`src/rtl/mem_port_arbiter.sv`:
```
// Shares one Ram port between instruction fetch and load/store data, one access at a time.
// Define MEM_PORT_ARBITER_DATA_PRIO_EN to make data win every tie instead of round-robin.
module mem_port_arbiter #(
  parameter int ADDR_W      = 32,
  parameter int DATA_W      = 32,
  parameter int MEM_LATENCY = 1
) (
  input  logic              clk,
  input  logic              rst_n,
  input  logic              if_req,
  input  logic [ADDR_W-1:0] if_addr,
  output logic              if_gnt,
  output logic              if_rvalid,
  output logic [DATA_W-1:0] if_rdata,
  input  logic              d_req,
  input  logic              d_we,
  input  logic [ADDR_W-1:0] d_addr,
  input  logic [DATA_W-1:0] d_wdata,
  output logic              d_gnt,
  output logic              d_rvalid,
  output logic [DATA_W-1:0] d_rdata,
  output logic [ADDR_W-1:0] mem_addr,
  output logic              mem_we,
  output logic [DATA_W-1:0] mem_wdata,
  input  logic [DATA_W-1:0] mem_rdata,
  output logic              busy,
  output logic              last_owner
);

  typedef enum logic [1:0] {
    IDLE   = 2'd0,
    ACCESS = 2'd1,
    RESP   = 2'd2
  } state_t;

  localparam logic [2:0] CNT_LAST = 3'(MEM_LATENCY - 1);

  state_t            state_q;
  logic              owner_q;
  logic              we_q;
  logic [2:0]        cnt_q;
  logic              if_gnt_q;
  logic              d_gnt_q;
  logic              if_rvalid_q;
  logic              d_rvalid_q;
  logic [DATA_W-1:0] if_rdata_q;
  logic [DATA_W-1:0] d_rdata_q;
  logic [ADDR_W-1:0] mem_addr_q;
  logic              mem_we_q;
  logic [DATA_W-1:0] mem_wdata_q;
  logic              busy_q;
  logic              last_owner_q;

  logic              any_req_s;
  logic              sel_data_s;
  logic              tie_data_s;

`ifdef MEM_PORT_ARBITER_DATA_PRIO_EN
  assign tie_data_s = 1'b1;
`else
  assign tie_data_s = ~last_owner_q;
`endif

  // Winner selection for the next grant; the owner of the last grant loses a tie.
  always_comb begin
    any_req_s  = if_req | d_req;
    sel_data_s = 1'b0;
    if (if_req && d_req) begin
      sel_data_s = tie_data_s;
    end else begin
      sel_data_s = d_req;
    end
  end

  // Access sequencer; the mem bus registers double as the latched request.
  always_ff @(posedge clk or negedge rst_n) begin
    if (!rst_n) begin
      state_q      <= IDLE;
      owner_q      <= 1'b0;
      we_q         <= 1'b0;
      cnt_q        <= 3'd0;
      if_gnt_q     <= 1'b0;
      d_gnt_q      <= 1'b0;
      if_rvalid_q  <= 1'b0;
      d_rvalid_q   <= 1'b0;
      if_rdata_q   <= '0;
      d_rdata_q    <= '0;
      mem_addr_q   <= '0;
      mem_we_q     <= 1'b0;
      mem_wdata_q  <= '0;
      busy_q       <= 1'b0;
      last_owner_q <= 1'b1;
    end else begin
      case (state_q)
        IDLE, RESP: begin
          if_rvalid_q <= 1'b0;
          d_rvalid_q  <= 1'b0;
          if (any_req_s) begin
            state_q      <= ACCESS;
            owner_q      <= sel_data_s;
            last_owner_q <= sel_data_s;
            we_q         <= sel_data_s & d_we;
            cnt_q        <= 3'd0;
            if_gnt_q     <= ~sel_data_s;
            d_gnt_q      <= sel_data_s;
            mem_addr_q   <= sel_data_s ? d_addr : if_addr;
            mem_we_q     <= sel_data_s & d_we;
            mem_wdata_q  <= sel_data_s ? d_wdata : '0;
            busy_q       <= 1'b1;
          end else begin
            state_q <= IDLE;
          end
        end
        ACCESS: begin
          if_gnt_q <= 1'b0;
          d_gnt_q  <= 1'b0;
          mem_we_q <= 1'b0;
          if (cnt_q == CNT_LAST) begin
            if (!we_q) begin
              if (owner_q) begin
                d_rdata_q <= mem_rdata;
              end else begin
                if_rdata_q <= mem_rdata;
              end
            end
            if_rvalid_q <= ~owner_q;
            d_rvalid_q  <= owner_q;
            state_q     <= RESP;
            busy_q      <= 1'b0;
            mem_addr_q  <= '0;
            mem_wdata_q <= '0;
          end else begin
            cnt_q <= cnt_q + 3'd1;
          end
        end
        default: begin
          state_q <= IDLE;
        end
      endcase
    end
  end

  assign if_gnt     = if_gnt_q;
  assign if_rvalid  = if_rvalid_q;
  assign if_rdata   = if_rdata_q;
  assign d_gnt      = d_gnt_q;
  assign d_rvalid   = d_rvalid_q;
  assign d_rdata    = d_rdata_q;
  assign mem_addr   = mem_addr_q;
  assign mem_we     = mem_we_q;
  assign mem_wdata  = mem_wdata_q;
  assign busy       = busy_q;
  assign last_owner = last_owner_q;

endmodule

```
`config.mk`:
```
export PLATFORM = sky130hd
export DESIGN_NAME = mem_port_arbiter
export DESIGN_NICKNAME = d
export VERILOG_FILES = /design/src/rtl/mem_port_arbiter.sv
export SDC_FILE = /design/constraint.sdc
export NUM_CORES = 1
export LEC_CHECK = 0
export ABC_AREA = 0
export CAP_MARGIN = 10
export CORE_MARGIN = 3
export CORE_UTILIZATION = 41
export CTS_CLUSTER_SIZE = 8
export DETAILED_ROUTE_END_ITERATION = 6
export PLACE_DENSITY = 0.81
export SETUP_SLACK_MARGIN = 0.3
export SYNTH_ARGS = -nofsm -noshare
export SYNTH_HDL_FRONTEND = slang
export SYNTH_SLANG_ARGS = --single-unit
```
`constraint.sdc`:
```
create_clock -name clk -period 2.1 [get_ports clk]
set_clock_uncertainty 0.2 [all_clocks]
set_input_delay 0.63 -clock clk [delete_from_list [all_inputs] [get_ports clk]]
set_output_delay 0.63 -clock clk [all_outputs]
set_load 0.05 [all_outputs]
```
### Yosys cells after proc, flatten, opt, wreduce, memory -nomap -nowiden

Index checks and enable logic that the tools add are counted.
W data, S select, Z words.

| storage, ports and cells | value |
|---|---|
| register bits after elaboration | 142 |
| latch bits | 0 |
| bits in writable memories | 0 |
| memory bits (read-only) | 0 |
| input port bits | 133 |
| output and inout bits | 135 |
| logic and storage cells | 66 |
| memories kept | 0 |

| cells by class | value |
|---|---|
| $add $sub $neg | 1 |
| multiply operators | 0 |
| div/mod/pow operators | 0 |
| magnitude comparators | 0 |
| equality and inequality tests | 5 |
| shifts and indexed selects | 0 |
| mux-type cells | 27 |
| bitwise operators | 6 |
| reductions and logical operators | 12 |

Operators by type and width:

| operator | count |
|---|---|
| $mux W32 | 5 |
| $pmux W32 S2 | 2 |
| $pmux W1 S2 | 6 |
| $mux W1 | 9 |
| $reduce_and A4 Y1 | 2 |
| $mux W3 | 2 |
| $ne A2 B2 Y1 const B | 3 |
| $pmux W3 S2 | 1 |
| $reduce_and A2 Y1 | 3 |
| $reduce_and A3 Y1 | 2 |
| $not A1 Y1 | 4 |
| $pmux W2 S2 | 1 |
| $add A3 B1 Y3 const B | 1 |
| $logic_not A3 Y1 | 1 |
| $eq A2 B1 Y1 const B | 1 |
| $eq A2 B2 Y1 const B | 1 |
| $logic_not A2 Y1 | 1 |
| $mux W2 | 1 |
| $reduce_bool A2 Y1 | 1 |
| $reduce_or A2 Y1 | 1 |
| $and A1 B1 Y1 | 1 |
| $logic_and A1 B1 Y1 | 1 |
| $or A1 B1 Y1 | 1 |

### Logic depth before layout (Yosys ltp)

| logic depth | value |
|---|---|
| depth in word-level cells | 5 |
| gate-level depth with buffers | 7 |
| depth with buffers taken out | 5 |

### Worst setup path before layout

Ideal clock, no wire load.

| timing path | value |
|---|---|
| path kind | register to register |
| start | reg last_owner_q, in the netlist last_owner |
| end | reg d_gnt_q, in the netlist d_gnt |
| library setup time | 120 ps |
| data arrival time | 1584 ps |
| slack | 196 ps |
| cell stages (with the launch flop) | 7 |
| period minus slack after synthesis | 1904 ps |
| cell sequence | dfstp_2 > a21boi_1 > buf_2 > nor2b_1 > buf_2 > buf_2 > a31o_2 |

| on the way | value |
|---|---|
| cells in the longest elaborated chain, start to end | 4 |

RTL lines:

| what | RTL line | text |
|---|---|---|
| start: declaration | 52 | `logic last_owner_q;` |
| start signal: assignment | 101 | `last_owner_q <= sel_data_s;` |
| $not A1 Y1 | 61 | `assign tie_data_s = ~last_owner_q;` |
| $mux W1 | 68 | `if (if_req && d_req) begin` |
| $mux W1 | 98 | `if (any_req_s) begin` |
| $pmux W1 S2 | 94 | `case (state_q)` |
| end signal: assignment | 105 | `d_gnt_q <= sel_data_s;` |
| end: declaration | 43 | `logic d_gnt_q;` |

No other way between the ends. The select of a mux whose other input is x is not followed.
A chain may end at the register's enable or synchronous reset.

### Worst setup path in the final report

| timing path | value |
|---|---|
| start | reg cnt_q[0] |
| end | reg d_rdata_q[8], in the netlist d_rdata[8] |

| on the way | value |
|---|---|
| cells in the longest elaborated chain, start to end | 2 |

RTL lines:

| what | RTL line | text |
|---|---|---|
| start: declaration | 41 | `logic [2:0] cnt_q;` |
| start signal: assignment | 133 | `cnt_q <= cnt_q + 3'd1;` |
| $logic_not A3 Y1 | 118 | `if (cnt_q == CNT_LAST) begin` |
| $reduce_and A4 Y1 (no line) | - |  |
| end signal: assignment | 121 | `d_rdata_q <= mem_rdata;` |
| end: declaration | 47 | `logic [DATA_W-1:0] d_rdata_q;` |

No other way between the ends.

==> results.yml <==
final_layout:
  fill_cells: 468
  layout_commonest_cell: "sky130_fd_sc_hd__dfrtp_1"
  final_cell_mix: "sky130_fd_sc_hd__dfrtp_1, sky130_fd_sc_hd__clkdlybuf4s50_1, sky130_fd_sc_hd__buf_6, sky130_fd_sc_hd__buf_4, sky130_fd_sc_hd__mux2_4"
  antenna-diode-count: 0
  nets: 907
  final_cells: 956
  area.growth.synth_to_final_pct: 106
  final_layout_size_suffix_gt1_share_pct: 53.3
floorplanning:
  row_count: 41
  die_h_um: 123
  fp.coreArea_um2: 13000
  ios: 268
  horizontal_extent_of_the_die_um: 123
  dieArea_um2: 15000
  initial_utilization_pct: 43.0
synthesis:
  ys_types: 35
  synth-seq-area-share_pct: 63.7
  cell_area_after_technology_mapping_um2: 5580
  yosys_warnings: 0
  number_of_standard_cells_after_synthesis: 369
  avgSynthCellArea_um2: 15.1
  synth-seq-cells: 142
  synth.net_count: 504
clock_tree:
  htree_levels: 4
  tritoncts.num_buffers: 17
  cts.sinks: 142
  clk_root_buffer_cell: "sky130_fd_sc_hd__clkbuf_16"
  clock_tree_from_tritoncts: "done"
  clockBufferDepth: 2
  insertion_delay_ns: 0.42
  clk_pin_slew_ns: 0.06
run_status:
  outcome: "complete, no violations"
drt:
  route.detailed.drc: 0
  length_of_the_first_detailed_routing_pass_in_iterations: 5
  detailedRoute.firstIterationViolations: 469
  final_antenna_net_count: 0
  wirelength_um: 25700
  wire_per_inst_um: 26.9
  avgViaCountPerCell: 5.56
  detailroute.via_count: 5311
worst_setup_path:
  timing.critical_path.arrival_ns: 2.08
  timing_worst_setup_path_type: "reg2reg"
  type_of_element_capturing_the_critical_path: "flop"
  cp.required_ns: 2.19
  crit_path_max_fanout: 8
  crit_path_start_kind: "flop"
sta:
  setup_ws_ns: 0.105
  setup_repair_after_global_routing_missed_its_margin: "yes"
  slew_headroom_pct: 68.4
  tightest_slew_ns: 0.473
  holdWs_ns: 0.322
  max_clock_freq_ghz: 0.501
  final-hold-violation-count: 0
  fin_crit_sh_pct: 95.0
  timing.final.crit_period_ns: 2.00
  final_max_slew_viols: 0
  finalSetupViolCount: 0
placed_design:
  placement.setup.worst_slack_ns: -0.237
  port-buffer-count: 267
  dpl.hpwl_um: 11600
  placed_cells_incl_taps: 803
  routabilityCongestion: 0.804
global_routing:
  grt_pass1_wl_um: 29600
  groute.usage.overall_pct: 26.4
  via_count_of_the_first_global_routing_pass: 5235
  largest_net_degree_at_the_start_of_global_routing: 39
  grt-ovfl-total: 0
  antenna_found_initial: 1
flow_run:
  cap_violations: 0
pwr:
  p_leak_nw: 5.47
  pwr-share-comb_pct: 57.8
  powerDensity_nw_per_um2: 1570
  internal-power_mw: 10.4
  net_sw_power_mw: 7.64
  sw_frac_of_total_pct: 42.4
  share_seq_of_total_power_pct: 25.9
  ir_drop_v: 0.000760
  post-layout-total-power_mw: 18.0
  power_frac_clock_pct: 16.3
min_path:
  hold_path_class: "reg2reg"
[worst max-delay path, cell delays in order, from the launching register on]
cell                       delay [ns]
sky130_fd_sc_hd__dfrtp_1         0.42
sky130_fd_sc_hd__inv_2           0.10
sky130_fd_sc_hd__ha_4            0.13
sky130_fd_sc_hd__and4bb_4        0.27
sky130_fd_sc_hd__nand3b_4        0.13
sky130_fd_sc_hd__buf_6           0.16
sky130_fd_sc_hd__buf_16          0.15
sky130_fd_sc_hd__mux2_4          0.30
[power groups by stage]
| stage | combinational, mW | clock (mW) | sequential, mW |
|---|---|---|---|
| after global routing | 10.7 | 3.07 | 4.75 |
| after floorplan | 1.23 | 0 | 7.65 |
| after global placement | 7.17 | 0 | 4.35 |
| after detailed placement | 7.28 | 0 | 4.40 |
| after CTS | 8.55 | 2.91 | 4.53 |
| final | 10.4 | 2.94 | 4.67 |
[worst paths after layout]
check	from	to	slack, ns	depth (start not counted)
worst max register to register	cnt_q[0]	d_rdata[8]	0.10	7
min in group asynchronous	rst_n	if_rdata[0]	0.54	2
max in group asynchronous	rst_n	last_owner	0.61	3
worst max-delay path	cnt_q[0]	d_rdata[8]	0.10	7
worst min register to register	mem_addr[22]	mem_addr[22]	0.32	1
worst min-delay path	mem_addr[22]	mem_addr[22]	0.32	1
[layer usage]
| layer | vias to the layer above | share of wire, % | track usage (%) |
|---|---|---|---|
| met3 | 81 | 7.9 | 8.80 |
| li1 | 2180 | - | - |
| met5 | - | 0.035 | 0 |
| met4 | 2 | 4.0 | 11.4 |
| met1 | 2706 | 36 | 29.1 |
| met2 | 342 | 52 | 46.3 |
[kinds of logic (layout without fill, tap and decap cells)]
logic type / after synthesis / after routing / synth area share, %
DFF: 142 / 142 / 63.7
muxes: 97 / 97 / 18.8
AOI/OAI and AO/OA: 82 / 82 / 12.3
buffers and inverters: 29 / 444 / 2.49
and+or+nand+nor: 17 / 17 / 2.20
adders and majority gates: 2 / 2 / 0.449
[through the flow]
step / cell area (um2) / util, % / setup TNS, ns
floorplan: 5670 / - / 0
global placement: 8590 / 66.2 / -7.71
detailed placement: 8590 / 66.2 / -11.17
CTS: 10200 / 78.8 / 0
global route: 11500 / 88.5 / 0
finish: 11500 / 88.5 / 0
[synth_stat cells]
cell type / count / area, um2
sky130_fd_sc_hd__o21ba_2: 1 / 10.0
sky130_fd_sc_hd__dfrtp_1: 141 / 3530
sky130_fd_sc_hd__nor4b_1: 1 / 8.76
sky130_fd_sc_hd__o21a_1: 1 / 7.51
sky130_fd_sc_hd__inv_1: 4 / 15.0
sky130_fd_sc_hd__nor2_4: 1 / 11.3
sky130_fd_sc_hd__a21oi_1: 1 / 5.00
sky130_fd_sc_hd__nand3b_4: 1 / 20.0
sky130_fd_sc_hd__clkbuf_1: 2 / 7.51
sky130_fd_sc_hd__o21bai_1: 1 / 7.51
sky130_fd_sc_hd__a21boi_1: 1 / 7.51
sky130_fd_sc_hd__a22oi_1: 1 / 7.51
sky130_fd_sc_hd__a21boi_0: 2 / 15.0
sky130_fd_sc_hd__o21ai_1: 2 / 10.0
sky130_fd_sc_hd__and2_1: 1 / 6.26
sky130_fd_sc_hd__o21ai_0: 3 / 15.0
sky130_fd_sc_hd__a22o_1: 33 / 289
sky130_fd_sc_hd__o2bb2ai_1: 32 / 280
sky130_fd_sc_hd__nor2_1: 2 / 7.51
sky130_fd_sc_hd__buf_4: 1 / 7.51
sky130_fd_sc_hd__nor2b_1: 2 / 12.5
sky130_fd_sc_hd__mux2i_1: 33 / 330
sky130_fd_sc_hd__ha_1: 2 / 25.0
sky130_fd_sc_hd__a21o_1: 3 / 22.5
sky130_fd_sc_hd__nand2_2: 1 / 6.26
sky130_fd_sc_hd__buf_2: 21 / 105
sky130_fd_sc_hd__and4bb_1: 1 / 12.5
sky130_fd_sc_hd__nor3b_1: 1 / 7.51
sky130_fd_sc_hd__nand2b_1: 2 / 12.5
sky130_fd_sc_hd__a31o_2: 1 / 8.76
sky130_fd_sc_hd__nand2_1: 2 / 7.51
sky130_fd_sc_hd__nand3_1: 2 / 10.0
sky130_fd_sc_hd__mux2_1: 64 / 721
sky130_fd_sc_hd__buf_1: 1 / 3.75
sky130_fd_sc_hd__dfstp_2: 1 / 26.3
[layout make-up]
cell class,instances,area [um2],share of cell area [%]
timing repair buffer,409,4610,40.1
sequential,142,3560,31.0
multi-input combinational,198,2530,22.1
clock buffer,23,468,4.07
tap,172,215,1.87
clock inverter,8,90.1,0.784
inverter,4,15.0,0.131
[what timing repair did]
item                                   in CTS  in global routing
resized for setup                         149                114
gates cloned                                8                  9
endpoints found under the hold margin      34                  0
setup buffers                              41                 63
setup endpoints to repair                 264                257
hold buffers                                1                  0
pin swaps                                   3                 44
[state kept, by name (all words and copies together) (netlist names)]
signal and flops:
d_rvalid 1, we_q 1, mem_we 1, last_owner 1
if_rdata 32, mem_addr 32, mem_wdata 32, d_gnt 1
if_gnt 1, owner_q 1, state_q 2, busy 1
d_rdata 32, cnt_q 3, if_rvalid 1
(Power assumes the default switching activity.)
